File: config.mk
export PLATFORM = sky130hd
export DESIGN_NAME = arduboy_top
export DESIGN_NICKNAME = d
export VERILOG_FILES = /design/src/rtl/arduboy_top.sv
export SDC_FILE = /design/constraint.sdc
export NUM_CORES = 1
export LEC_CHECK = 0
export ABC_AREA = 1
export BUFFER_PORTS_ARGS = -buffer_cell sky130_fd_sc_hd__buf_2
export CAP_MARGIN = 25
export CELL_PAD_IN_SITES_DETAIL_PLACEMENT = 0
export CELL_PAD_IN_SITES_GLOBAL_PLACEMENT = 1
export CORE_MARGIN = 2
export CORE_UTILIZATION = 25
export DETAILED_ROUTE_END_ITERATION = 10
export GPL_TIMING_DRIVEN = 1
export PLACE_DENSITY = 0.5
export SETUP_SLACK_MARGIN = 0.3
export SYNTH_ARGS = -nofsm -noshare
export SYNTH_HDL_FRONTEND = slang
export SYNTH_SLANG_ARGS = --single-unit
export TNS_END_PERCENT = 1
File: constraint.sdc
create_clock -name clk -period 13.1 [get_ports clk]
set_input_delay 1.31 -clock clk [delete_from_list [all_inputs] [get_ports clk]]
set_output_delay 1.31 -clock clk [all_outputs]
set_load 0.005 [all_outputs]
File: src/rtl/arduboy_top.sv
// rtl/arduboy_top.sv - arduFPGA Arduboy board I/O controller (UART command port, OLED SPI, LED, buzzer, buttons)
//
// Purpose: a host sends two-byte UART commands (opcode, argument) to push OLED
// command/data bytes over SPI, set the RGB LED, set a buzzer tone or read the
// debounced buttons. Unused chip-selects are held inactive.
//
// Ports:
//   clk, rst_n                  system clock, async active-low reset
//   RGB0..RGB2                  LED channels, active-low
//   BUZ_L, BUZ_R, BUZ_G         buzzer push-pull pair and reference (0)
//   OLED_DC/SS/RST, SCK, MOSI   OLED SPI master and reset
//   MISO                        SPI master input
//   BTN_*                       buttons, active-low
//   BTN_INTERRUPT               active-low button-change flag
//   DES_SS, uSD_SS, APP_SS      chip-selects, held 1
//   uSD_CD, VS_DREQ             synchronized, otherwise unused
//   VS_RST, VS_xCS, VS_xDCS     VS1053 reset and selects (selects held 1)
//   UART_TX, UART_RX            8N1 serial port
//
// Optional feature macro: SPI_ECHO_EN - MISO byte of each SPI transfer is sent on UART_TX.

module arduboy_top #(
    parameter int BAUD_DIV        = 868,
    parameter int SPI_DIV         = 4,
    parameter int DEBOUNCE_CYCLES = 100000,
    parameter int RST_CYCLES      = 1000,
    parameter int TONE_SCALE      = 256
) (
    input  logic clk,
    input  logic rst_n,
    output logic RGB0,
    output logic RGB1,
    output logic RGB2,
    output logic BUZ_L,
    output logic BUZ_R,
    output logic BUZ_G,
    output logic OLED_DC,
    output logic OLED_SS,
    output logic OLED_RST,
    output logic SCK,
    output logic MOSI,
    input  logic MISO,
    input  logic BTN_RIGHT,
    input  logic BTN_LEFT,
    input  logic BTN_UP,
    input  logic BTN_DN,
    input  logic BTN_BACK,
    input  logic BTN_OK,
    output logic BTN_INTERRUPT,
    output logic DES_SS,
    output logic uSD_SS,
    output logic APP_SS,
    input  logic uSD_CD,
    output logic VS_RST,
    output logic VS_xCS,
    output logic VS_xDCS,
    input  logic VS_DREQ,
    output logic UART_TX,
    input  logic UART_RX
);
    localparam int BW = $clog2(BAUD_DIV + 1);
    localparam int SW = $clog2(SPI_DIV + 1);
    localparam int DW = $clog2(DEBOUNCE_CYCLES + 1);
    localparam int RW = $clog2(RST_CYCLES + 1);
    localparam int TW = 8 + $clog2(TONE_SCALE + 1);

    localparam logic [2:0] RX_IDLE = 3'd0, RX_START = 3'd1, RX_DATA = 3'd2, RX_STOP = 3'd3, RX_BREAK = 3'd4;
    localparam logic [1:0] CMD_IDLE = 2'd0, CMD_ARG = 2'd1, CMD_EXEC = 2'd2;
    localparam logic [2:0] SPI_IDLE = 3'd0, SPI_SEL = 3'd1, SPI_LOW = 3'd2, SPI_HIGH = 3'd3,
                           SPI_END = 3'd4, SPI_GAP = 3'd5;

    // Reset: async assert, release synchronized to clk.
    logic [1:0] r_rst_sync;
    logic       w_rst_n;
    always_ff @(posedge clk or negedge rst_n) begin
        if (!rst_n) r_rst_sync <= 2'b00;
        else        r_rst_sync <= {r_rst_sync[0], 1'b1};
    end
    assign w_rst_n = r_rst_sync[1];

    // Power-up reset hold. The two synchronizer clocks count toward RST_CYCLES.
    logic [RW-1:0] r_rst_cnt;
    logic          r_rst_done;
    always_ff @(posedge clk or negedge w_rst_n) begin
        if (!w_rst_n) begin
            r_rst_cnt  <= '0;
            r_rst_done <= 1'b0;
        end else if (!r_rst_done) begin
            r_rst_cnt <= r_rst_cnt + 1'b1;
            if (r_rst_cnt == RW'(RST_CYCLES - 3)) r_rst_done <= 1'b1;
        end
    end

    // Input synchronizers: {VS_DREQ, uSD_CD, MISO, UART_RX, OK, BACK, DN, UP, LEFT, RIGHT}
    logic [9:0] r_in_s1, r_in_s2;
    always_ff @(posedge clk or negedge w_rst_n) begin
        if (!w_rst_n) begin
            r_in_s1 <= 10'h07F;
            r_in_s2 <= 10'h07F;
        end else begin
            r_in_s1 <= {VS_DREQ, uSD_CD, MISO, UART_RX, BTN_OK, BTN_BACK, BTN_DN, BTN_UP, BTN_LEFT, BTN_RIGHT};
            r_in_s2 <= r_in_s1;
        end
    end
    logic [5:0] w_btn_pressed;
    logic       w_rx;
    assign w_btn_pressed = ~r_in_s2[5:0];
    assign w_rx          = r_in_s2[6];

    // Button debounce, one counter per button.
    logic [5:0]         r_btn_state;
    logic [5:0][DW-1:0] r_db_cnt;
    logic [5:0]         w_db_hit;
    always_comb begin
        w_db_hit = '0;
        for (int i = 0; i < 6; i++)
            w_db_hit[i] = (w_btn_pressed[i] != r_btn_state[i]) && (r_db_cnt[i] == DW'(DEBOUNCE_CYCLES - 1));
    end
    always_ff @(posedge clk or negedge w_rst_n) begin
        if (!w_rst_n) begin
            r_btn_state <= '0;
            r_db_cnt    <= '0;
        end else begin
            for (int i = 0; i < 6; i++) begin
                if (w_btn_pressed[i] == r_btn_state[i]) begin
                    r_db_cnt[i] <= '0;
                end else if (w_db_hit[i]) begin
                    r_btn_state[i] <= w_btn_pressed[i];
                    r_db_cnt[i]    <= '0;
                end else begin
                    r_db_cnt[i] <= r_db_cnt[i] + 1'b1;
                end
            end
        end
    end

    // UART receiver. After a bad stop bit, wait for the line to go high so the
    // low stop bit is not mistaken for a new start bit.
    logic [2:0]    r_rx_state;
    logic [BW-1:0] r_rx_cnt;
    logic [2:0]    r_rx_bit;
    logic [7:0]    r_rx_shift;
    logic          r_rx_valid;
    always_ff @(posedge clk or negedge w_rst_n) begin
        if (!w_rst_n) begin
            r_rx_state <= RX_IDLE;
            r_rx_cnt   <= '0;
            r_rx_bit   <= '0;
            r_rx_shift <= '0;
            r_rx_valid <= 1'b0;
        end else begin
            r_rx_valid <= 1'b0;
            case (r_rx_state)
                RX_IDLE: if (!w_rx) begin
                    r_rx_state <= RX_START;
                    r_rx_cnt   <= '0;
                end
                RX_START: if (r_rx_cnt == BW'(BAUD_DIV / 2 - 1)) begin
                    r_rx_state <= w_rx ? RX_IDLE : RX_DATA;
                    r_rx_cnt   <= '0;
                    r_rx_bit   <= '0;
                end else r_rx_cnt <= r_rx_cnt + 1'b1;
                RX_DATA: if (r_rx_cnt == BW'(BAUD_DIV - 1)) begin
                    r_rx_cnt   <= '0;
                    r_rx_shift <= {w_rx, r_rx_shift[7:1]};
                    if (r_rx_bit == 3'd7) r_rx_state <= RX_STOP;
                    else                  r_rx_bit   <= r_rx_bit + 1'b1;
                end else r_rx_cnt <= r_rx_cnt + 1'b1;
                RX_STOP: if (r_rx_cnt == BW'(BAUD_DIV - 1)) begin
                    r_rx_cnt   <= '0;
                    r_rx_valid <= w_rx;
                    r_rx_state <= w_rx ? RX_IDLE : RX_BREAK;
                end else r_rx_cnt <= r_rx_cnt + 1'b1;
                RX_BREAK: if (w_rx) r_rx_state <= RX_IDLE;
                default: r_rx_state <= RX_IDLE;
            endcase
        end
    end

    // Command FSM.
    logic [1:0] r_cmd_state;
    logic [7:0] r_opcode, r_arg;
    always_ff @(posedge clk or negedge w_rst_n) begin
        if (!w_rst_n) begin
            r_cmd_state <= CMD_IDLE;
            r_opcode    <= '0;
            r_arg       <= '0;
        end else begin
            case (r_cmd_state)
                CMD_IDLE: if (r_rx_valid) begin r_opcode <= r_rx_shift; r_cmd_state <= CMD_ARG; end
                CMD_ARG:  if (r_rx_valid) begin r_arg    <= r_rx_shift; r_cmd_state <= CMD_EXEC; end
                default:  r_cmd_state <= CMD_IDLE;
            endcase
        end
    end

    logic [2:0] r_spi_state;
    logic       r_tx_busy;
    logic       w_spi_busy, w_spi_start, w_spi_dc, w_tx_reply, w_rgb_we, w_tone_we, w_spi_done;
    assign w_spi_busy = (r_spi_state != SPI_IDLE);
    assign w_spi_done = (r_spi_state == SPI_END);
    always_comb begin
        w_spi_start = 1'b0;
        w_spi_dc    = 1'b0;
        w_tx_reply  = 1'b0;
        w_rgb_we    = 1'b0;
        w_tone_we   = 1'b0;
        if (r_cmd_state == CMD_EXEC) begin
            case (r_opcode)
                8'h01:   w_spi_start = !w_spi_busy;
                8'h02:   begin w_spi_start = !w_spi_busy; w_spi_dc = 1'b1; end
                8'h03:   w_rgb_we   = 1'b1;
                8'h04:   w_tone_we  = 1'b1;
                8'h05:   w_tx_reply = !r_tx_busy;
                default: ;
            endcase
        end
    end

    // SPI master, mode 0, MSB first.
    logic [SW-1:0] r_spi_cnt;
    logic [2:0]    r_spi_bit;
    logic [7:0]    r_spi_tx;
    logic          r_oled_dc, r_oled_ss, r_sck, r_mosi;
    always_ff @(posedge clk or negedge w_rst_n) begin
        if (!w_rst_n) begin
            r_spi_state <= SPI_IDLE;
            r_spi_cnt   <= '0;
            r_spi_bit   <= '0;
            r_spi_tx    <= '0;
            r_oled_dc   <= 1'b0;
            r_oled_ss   <= 1'b1;
            r_sck       <= 1'b0;
            r_mosi      <= 1'b0;
        end else begin
            case (r_spi_state)
                SPI_IDLE: if (w_spi_start) begin
                    r_oled_dc   <= w_spi_dc;
                    r_spi_tx    <= r_arg;
                    r_spi_state <= SPI_SEL;
                end
                SPI_SEL: begin
                    r_oled_ss   <= 1'b0;
                    r_mosi      <= r_spi_tx[7];
                    r_spi_cnt   <= '0;
                    r_spi_bit   <= '0;
                    r_spi_state <= SPI_LOW;
                end
                SPI_LOW: if (r_spi_cnt == SW'(SPI_DIV - 1)) begin
                    r_sck       <= 1'b1;
                    r_spi_cnt   <= '0;
                    r_spi_state <= SPI_HIGH;
                end else r_spi_cnt <= r_spi_cnt + 1'b1;
                SPI_HIGH: if (r_spi_cnt == SW'(SPI_DIV - 1)) begin
                    r_sck     <= 1'b0;
                    r_spi_cnt <= '0;
                    if (r_spi_bit == 3'd7) begin
                        r_spi_state <= SPI_END;
                    end else begin
                        r_spi_bit   <= r_spi_bit + 1'b1;
                        r_mosi      <= r_spi_tx[6];
                        r_spi_tx    <= {r_spi_tx[6:0], 1'b0};
                        r_spi_state <= SPI_LOW;
                    end
                end else r_spi_cnt <= r_spi_cnt + 1'b1;
                SPI_END: begin
                    r_oled_ss   <= 1'b1;
                    r_mosi      <= 1'b0;
                    r_spi_cnt   <= '0;
                    r_spi_state <= SPI_GAP;
                end
                SPI_GAP: if (r_spi_cnt == SW'(SPI_DIV - 1)) r_spi_state <= SPI_IDLE;
                         else r_spi_cnt <= r_spi_cnt + 1'b1;
                default: r_spi_state <= SPI_IDLE;
            endcase
        end
    end

    logic w_unused;
`ifdef SPI_ECHO_EN
    // MISO is captured on the same clock SCK rises.
    logic [7:0] r_spi_rx;
    always_ff @(posedge clk or negedge w_rst_n) begin
        if (!w_rst_n) r_spi_rx <= '0;
        else if (r_spi_state == SPI_LOW && r_spi_cnt == SW'(SPI_DIV - 1))
            r_spi_rx <= {r_spi_rx[6:0], r_in_s2[7]};
    end
    assign w_unused = ^r_in_s2[9:8];
`else
    assign w_unused = ^{r_in_s2[9:7], w_spi_done};
`endif

    // UART transmitter. A button reply has priority over an SPI echo.
    logic       w_tx_load;
    logic [7:0] w_tx_data;
    always_comb begin
        w_tx_load = w_tx_reply;
        w_tx_data = {2'b00, r_btn_state};
`ifdef SPI_ECHO_EN
        if (!w_tx_reply && w_spi_done && !r_tx_busy) begin
            w_tx_load = 1'b1;
            w_tx_data = r_spi_rx;
        end
`endif
    end

    logic [9:0]    r_tx_shift;
    logic [BW-1:0] r_tx_cnt;
    logic [3:0]    r_tx_nbit;
    always_ff @(posedge clk or negedge w_rst_n) begin
        if (!w_rst_n) begin
            r_tx_shift <= '1;
            r_tx_cnt   <= '0;
            r_tx_nbit  <= '0;
            r_tx_busy  <= 1'b0;
        end else if (w_tx_load) begin
            r_tx_shift <= {1'b1, w_tx_data, 1'b0};
            r_tx_cnt   <= '0;
            r_tx_nbit  <= '0;
            r_tx_busy  <= 1'b1;
        end else if (r_tx_busy) begin
            if (r_tx_cnt == BW'(BAUD_DIV - 1)) begin
                r_tx_cnt   <= '0;
                r_tx_shift <= {1'b1, r_tx_shift[9:1]};
                if (r_tx_nbit == 4'd9) r_tx_busy <= 1'b0;
                else                   r_tx_nbit <= r_tx_nbit + 1'b1;
            end else r_tx_cnt <= r_tx_cnt + 1'b1;
        end
    end

    // Button-change flag; a change in the clearing clock wins.
    logic r_pending;
    always_ff @(posedge clk or negedge w_rst_n) begin
        if (!w_rst_n)        r_pending <= 1'b0;
        else if (|w_db_hit)  r_pending <= 1'b1;
        else if (w_tx_reply) r_pending <= 1'b0;
    end

    // RGB LED and buzzer.
    logic [2:0]    r_rgb;
    logic [7:0]    r_tone;
    logic [TW-1:0] r_buz_cnt;
    logic          r_buz_l;
    logic [TW-1:0] w_buz_lim;
    assign w_buz_lim = TW'(r_tone) * TW'(TONE_SCALE) - TW'(1);
    always_ff @(posedge clk or negedge w_rst_n) begin
        if (!w_rst_n) begin
            r_rgb     <= 3'b111;
            r_tone    <= '0;
            r_buz_cnt <= '0;
            r_buz_l   <= 1'b0;
        end else begin
            if (w_rgb_we) r_rgb <= ~r_arg[2:0];
            if (w_tone_we) begin
                r_tone    <= r_arg;
                r_buz_cnt <= '0;
                r_buz_l   <= 1'b0;
            end else if (r_tone == 8'd0) begin
                r_buz_cnt <= '0;
                r_buz_l   <= 1'b0;
            end else if (r_buz_cnt == w_buz_lim) begin
                r_buz_cnt <= '0;
                r_buz_l   <= ~r_buz_l;
            end else r_buz_cnt <= r_buz_cnt + 1'b1;
        end
    end

    assign RGB0          = r_rgb[0];
    assign RGB1          = r_rgb[1];
    assign RGB2          = r_rgb[2];
    assign BUZ_L         = r_buz_l;
    assign BUZ_R         = (r_tone != 8'd0) && !r_buz_l;
    assign BUZ_G         = 1'b0;
    assign OLED_DC       = r_oled_dc;
    assign OLED_SS       = r_oled_ss;
    assign OLED_RST      = r_rst_done;
    assign SCK           = r_sck;
    assign MOSI          = r_mosi;
    assign BTN_INTERRUPT = ~r_pending;
    assign DES_SS        = 1'b1;
    assign uSD_SS        = 1'b1;
    assign APP_SS        = 1'b1;
    assign VS_RST        = r_rst_done;
    assign VS_xCS        = 1'b1;
    assign VS_xDCS       = 1'b1;
    assign UART_TX       = r_tx_shift[0];
endmodule

==> metrics.md <==
| Metric | Value |
|---|---|
| Crit path max fanout | 6 |
| Number of buffers inserted by port buffering | 21 |
| Area share of the largest cell type after synthesis | 43.4% |
| Worst max-slew margin expressed relative to the limit | roughly two fifths |
| Final period demand of the worst path | slightly above 3000 ps |
| Grt ovf | 0 |
| Number of filler instances in the final layout | ~5500 |
| Post-DRT Antenna Nets | 0 |
| Highest Clock Rate | 0.322 GHz |
| Total negative setup slack | 0 ps |
| Core region area | around 50000 µm² |
| Post-CTS Repair Setup Buffers | 0 |
| Layout Area Growth over Synthesis | 15.9% |
| Share of power burned in combinational logic | 6.0% |
| Final Hold Fails | 0 |
| Detailed-router iteration count before antenna repair | 4 |
| Drt initial violations | 513 |
| Initial antenna violation count | 0 |
| Inst Count DP | around 2300 |
| Die X-Extent | 232 µm |
| Kind of critical path | register to primary output |
| Clock root buffer master | sky130_fd_sc_hd__clkbuf_16 |
| Worst endpoint data arrival time | ~1800 ps |
| Mean number of vias per cell | 4.33 |
| Via total after detailed routing | 10097 |
| Final number of max-transition violations | 0 |
| Top post-synthesis cells by area | sky130_fd_sc_hd__dfrtp_1, sky130_fd_sc_hd__nand2_1, sky130_fd_sc_hd__nor2_1 |
| # IOs | 31 |
| Effective utilization at floorplan | 25.3% |
| Post-cts repair resize count | 0 |
| Setup repair after global routing missed its margin | false |
| Maximum number of pins on one net before global-route repair | 149 |
| Number of buffers on the longest clock path | 3 |
| Clock latency on the worst-skew pair | between 500 and 600 ps |
| Count of H-tree levels built during CTS | 2 |
| Async S/R FF share, synth | between 90% and 100% |
| Run status | complete, no violations |
| Routability congestion estimate | 0.785 |
| Leading cell types by count after synthesis | sky130_fd_sc_hd__nand2_1, sky130_fd_sc_hd__dfrtp_1, sky130_fd_sc_hd__nor2_1 |
| Proportion of power drawn by flip-flops and latches | 42.6% |
| Number of instances in the synthesized netlist | 1578 |
| TritonCTS clock tree | built |
| Clock-pin transition on the worst setup and hold timing paths | 60 ps |
| Count of different cell masters after synthesis | 52 |
| Power share of the clock group | 51.4% |
| Number of synthesis warnings | 0 |
| Final worst path period share | 23.7% |
| Switching power | approximately 0.46 mW |
| Setup skew after layout | between 7 and 8 ps |
| Maximum ir drop on the vdd rail | around 0.000086 V |
| Count of maximum capacitance violations | 0 |
| Overall track demand over capacity in global routing | 11.8% |
| Power density of the placed cells | ~130 nW/µm² |
| Number of antenna repair diodes | 0 |
| Slew of the pin with the lowest slew margin | 884 ps |
| Setup crit start kind | register |
| Drt drc | 0 |
| Global-route wire length before repair | 52700 µm |
| Switching part of the total power | 23.9% |
| Setup-failing EPs final | 0 |
| Wirelength per Cell | roughly 13 µm |
| Internal Dissipation | 1.46 mW |
| Vias in the first global route | 10539 |
| Total Nets Final | 1658 |
| Wire length after detailed routing | about 30000 µm |
| Post-synth design cell area | 13000 µm² |
| Total of flip-flops plus latches after synthesis | 253 |
| Share of synthesized area occupied by flip-flops and latches | 48.9% |
| Most frequently used cell type in the post-synthesis netlist | sky130_fd_sc_hd__nand2_1 |
| Hold-fix buffer count after cts | 0 |
| Die area | 53900 µm² |
| Num Clock Sinks | 253 |
| Total number of placement rows | 83 |
| Required time reported for the critical path endpoint | 11790 ps |
| Fin cells | around 2300 |
| Clock buffer count from CTS | 34 |
| Synth Flop Type | sky130_fd_sc_hd__dfrtp_1 |
| Top cell type by total area after synthesis | sky130_fd_sc_hd__dfrtp_1 |
| Fraction of final layout cells with drive strength greater than 1 | 11.3% |
| DIE HEIGHT | about 230 µm |
| Avg Synthesized Cell Area | 8.25 µm² |
| Endpoint class of the critical path | primary output |
| Dpl hpwl | 20800 µm |
| Path type of the worst min-delay path | register to register |
| Post-synth EDFFs | 0 |
| Leakage power summed over all cells | 6.50 nW |
-- power by group through the flow --
stage	clock, mW	sequential (mW)	combinational, mW
5_1_grt	1.06	0.820	0.137
6_report	0.985	0.817	0.115
3_3_place_gp	0	0.831	0.118
4_1_cts	1.03	0.817	0.119
2_1_floorplan	0	0.834	0.0822
3_5_place_dp	0	0.831	0.119
-- layout by cell type, fill, tap and decap left out, types with 4 or more instances in the layout --
| cell type | netlist | routed |
|---|---|---|
| sky130_fd_sc_hd__a211oi_1 | 4 | 4 |
| sky130_fd_sc_hd__a21oi_1 | 29 | 29 |
| sky130_fd_sc_hd__buf_2 | 3 | 21 |
| sky130_fd_sc_hd__clkbuf_1 | 5 | 11 |
| sky130_fd_sc_hd__clkbuf_16 | 0 | 37 |
| sky130_fd_sc_hd__clkbuf_8 | 0 | 9 |
| sky130_fd_sc_hd__conb_1 | 2 | 7 |
| sky130_fd_sc_hd__dfrtp_1 | 226 | 225 |
| sky130_fd_sc_hd__dfstp_2 | 27 | 27 |
| sky130_fd_sc_hd__ha_1 | 22 | 22 |
| sky130_fd_sc_hd__inv_1 | 197 | 197 |
| sky130_fd_sc_hd__inv_2 | 17 | 17 |
| sky130_fd_sc_hd__nand2_1 | 308 | 308 |
| sky130_fd_sc_hd__nand2_2 | 11 | 11 |
| sky130_fd_sc_hd__nand3_1 | 97 | 97 |
| sky130_fd_sc_hd__nand3_2 | 4 | 4 |
| sky130_fd_sc_hd__nand4_1 | 36 | 36 |
| sky130_fd_sc_hd__nor2_1 | 221 | 221 |
| sky130_fd_sc_hd__nor2_2 | 9 | 9 |
| sky130_fd_sc_hd__nor2_4 | 18 | 18 |
| sky130_fd_sc_hd__nor3_1 | 82 | 82 |
| sky130_fd_sc_hd__nor3_2 | 5 | 5 |
| sky130_fd_sc_hd__nor3b_1 | 11 | 11 |
| sky130_fd_sc_hd__nor4_1 | 16 | 16 |
| sky130_fd_sc_hd__o21a_1 | 7 | 7 |
| sky130_fd_sc_hd__o21ai_0 | 67 | 67 |
| sky130_fd_sc_hd__o21ai_1 | 22 | 22 |
| sky130_fd_sc_hd__o31ai_1 | 5 | 5 |
| sky130_fd_sc_hd__or2_2 | 6 | 6 |
| sky130_fd_sc_hd__xnor2_1 | 25 | 25 |
| sky130_fd_sc_hd__xor2_1 | 52 | 52 |
-- path summary, 6_finish.rpt --
kind | start | endpoint | slack, ps | cells after the start
max in group asynchronous | r_rst_sync[1] | r_db_cnt[70] | 11330 | 1
worst min-delay path | r_in_s1[2] | r_in_s2[2] | 350 | 0
min in group asynchronous | r_rst_sync[1] | OLED_RST | 410 | 0
worst max-delay path | r_tone[0] | BUZ_R | 9990 | 6
worst min register to register | r_in_s1[2] | r_in_s2[2] | 350 | 0
worst max register to register | r_db_cnt[68] | r_db_cnt[78] | 11110 | 10
-- cell type report --
class	instances	area [µm²]	area share, %
repair buffers	24	140	0.929
multi-input cells	1094	5720	37.9
clock inverters	5	100	0.663
flip-flops and latches	253	6370	42.2
inverters	217	817	5.41
well taps	680	851	5.64
clock buffers	57	1090	7.23
-- logic make-up after synthesis --
kind of cell	count (synthesis)	synth area share [%]
and+or+nand+nor	838	29.9
other	2	0.0577
buffers and inverters	236	7.35
xor gates and xnor gates	77	5.18
adders and majority gates	22	2.11
DFF	253	48.9
AOI/OAI and AO/OA	150	6.49
-- stage by stage --
stage | area, µm² | power [mW] | setup slack (ps) | util, % | hold WS (ps)
floorplan | 13000 | 0.916 | 5570 | - | 331
global placement | 13900 | 0.949 | 10530 | 27.0 | 338
detailed placement | 13900 | 0.950 | 10510 | 27.0 | 343
CTS | 15100 | 1.96 | 9930 | 29.4 | 355
global route | 15100 | 2.01 | 9800 | 29.4 | 358
finish | 15100 | 1.92 | 9990 | 29.4 | 354
-- registers in the layout (all words and copies together), names as in the netlist, 4 cells and up --
| register | cells |
|---|---|
| r_db_cnt | 102 |
| r_buz_cnt | 17 |
| r_rst_cnt | 10 |
| r_rx_cnt | 10 |
| r_tx_cnt | 10 |
| r_tx_shift | 9 |
| r_arg | 8 |
| r_opcode | 8 |
| r_rx_shift | 8 |
| r_spi_tx | 8 |
| r_tone | 8 |
| r_in_s1 | 7 |
| r_in_s2 | 7 |
| r_btn_state | 6 |
| r_tx_nbit | 4 |
-- critical path, cell delays in order, from the launching register on --
cell	delay, ps
sky130_fd_sc_hd__dfrtp_1	400
sky130_fd_sc_hd__inv_2	120
sky130_fd_sc_hd__ha_1	250
sky130_fd_sc_hd__nand2_2	110
sky130_fd_sc_hd__nor2_2	210
sky130_fd_sc_hd__nor2_1	70
sky130_fd_sc_hd__buf_2	120
-- layer usage --
layer | vias up | GRT usage, % | wire length, µm
li1 | 5187 | - | -
met5 | - | 0 | 0
met3 | 37 | 2.48 | 1000
met2 | 112 | 18.9 | 13600
met4 | 0 | 3.41 | 580
met1 | 4761 | 16.1 | 14900
Power figures use the tool's default switching activity.
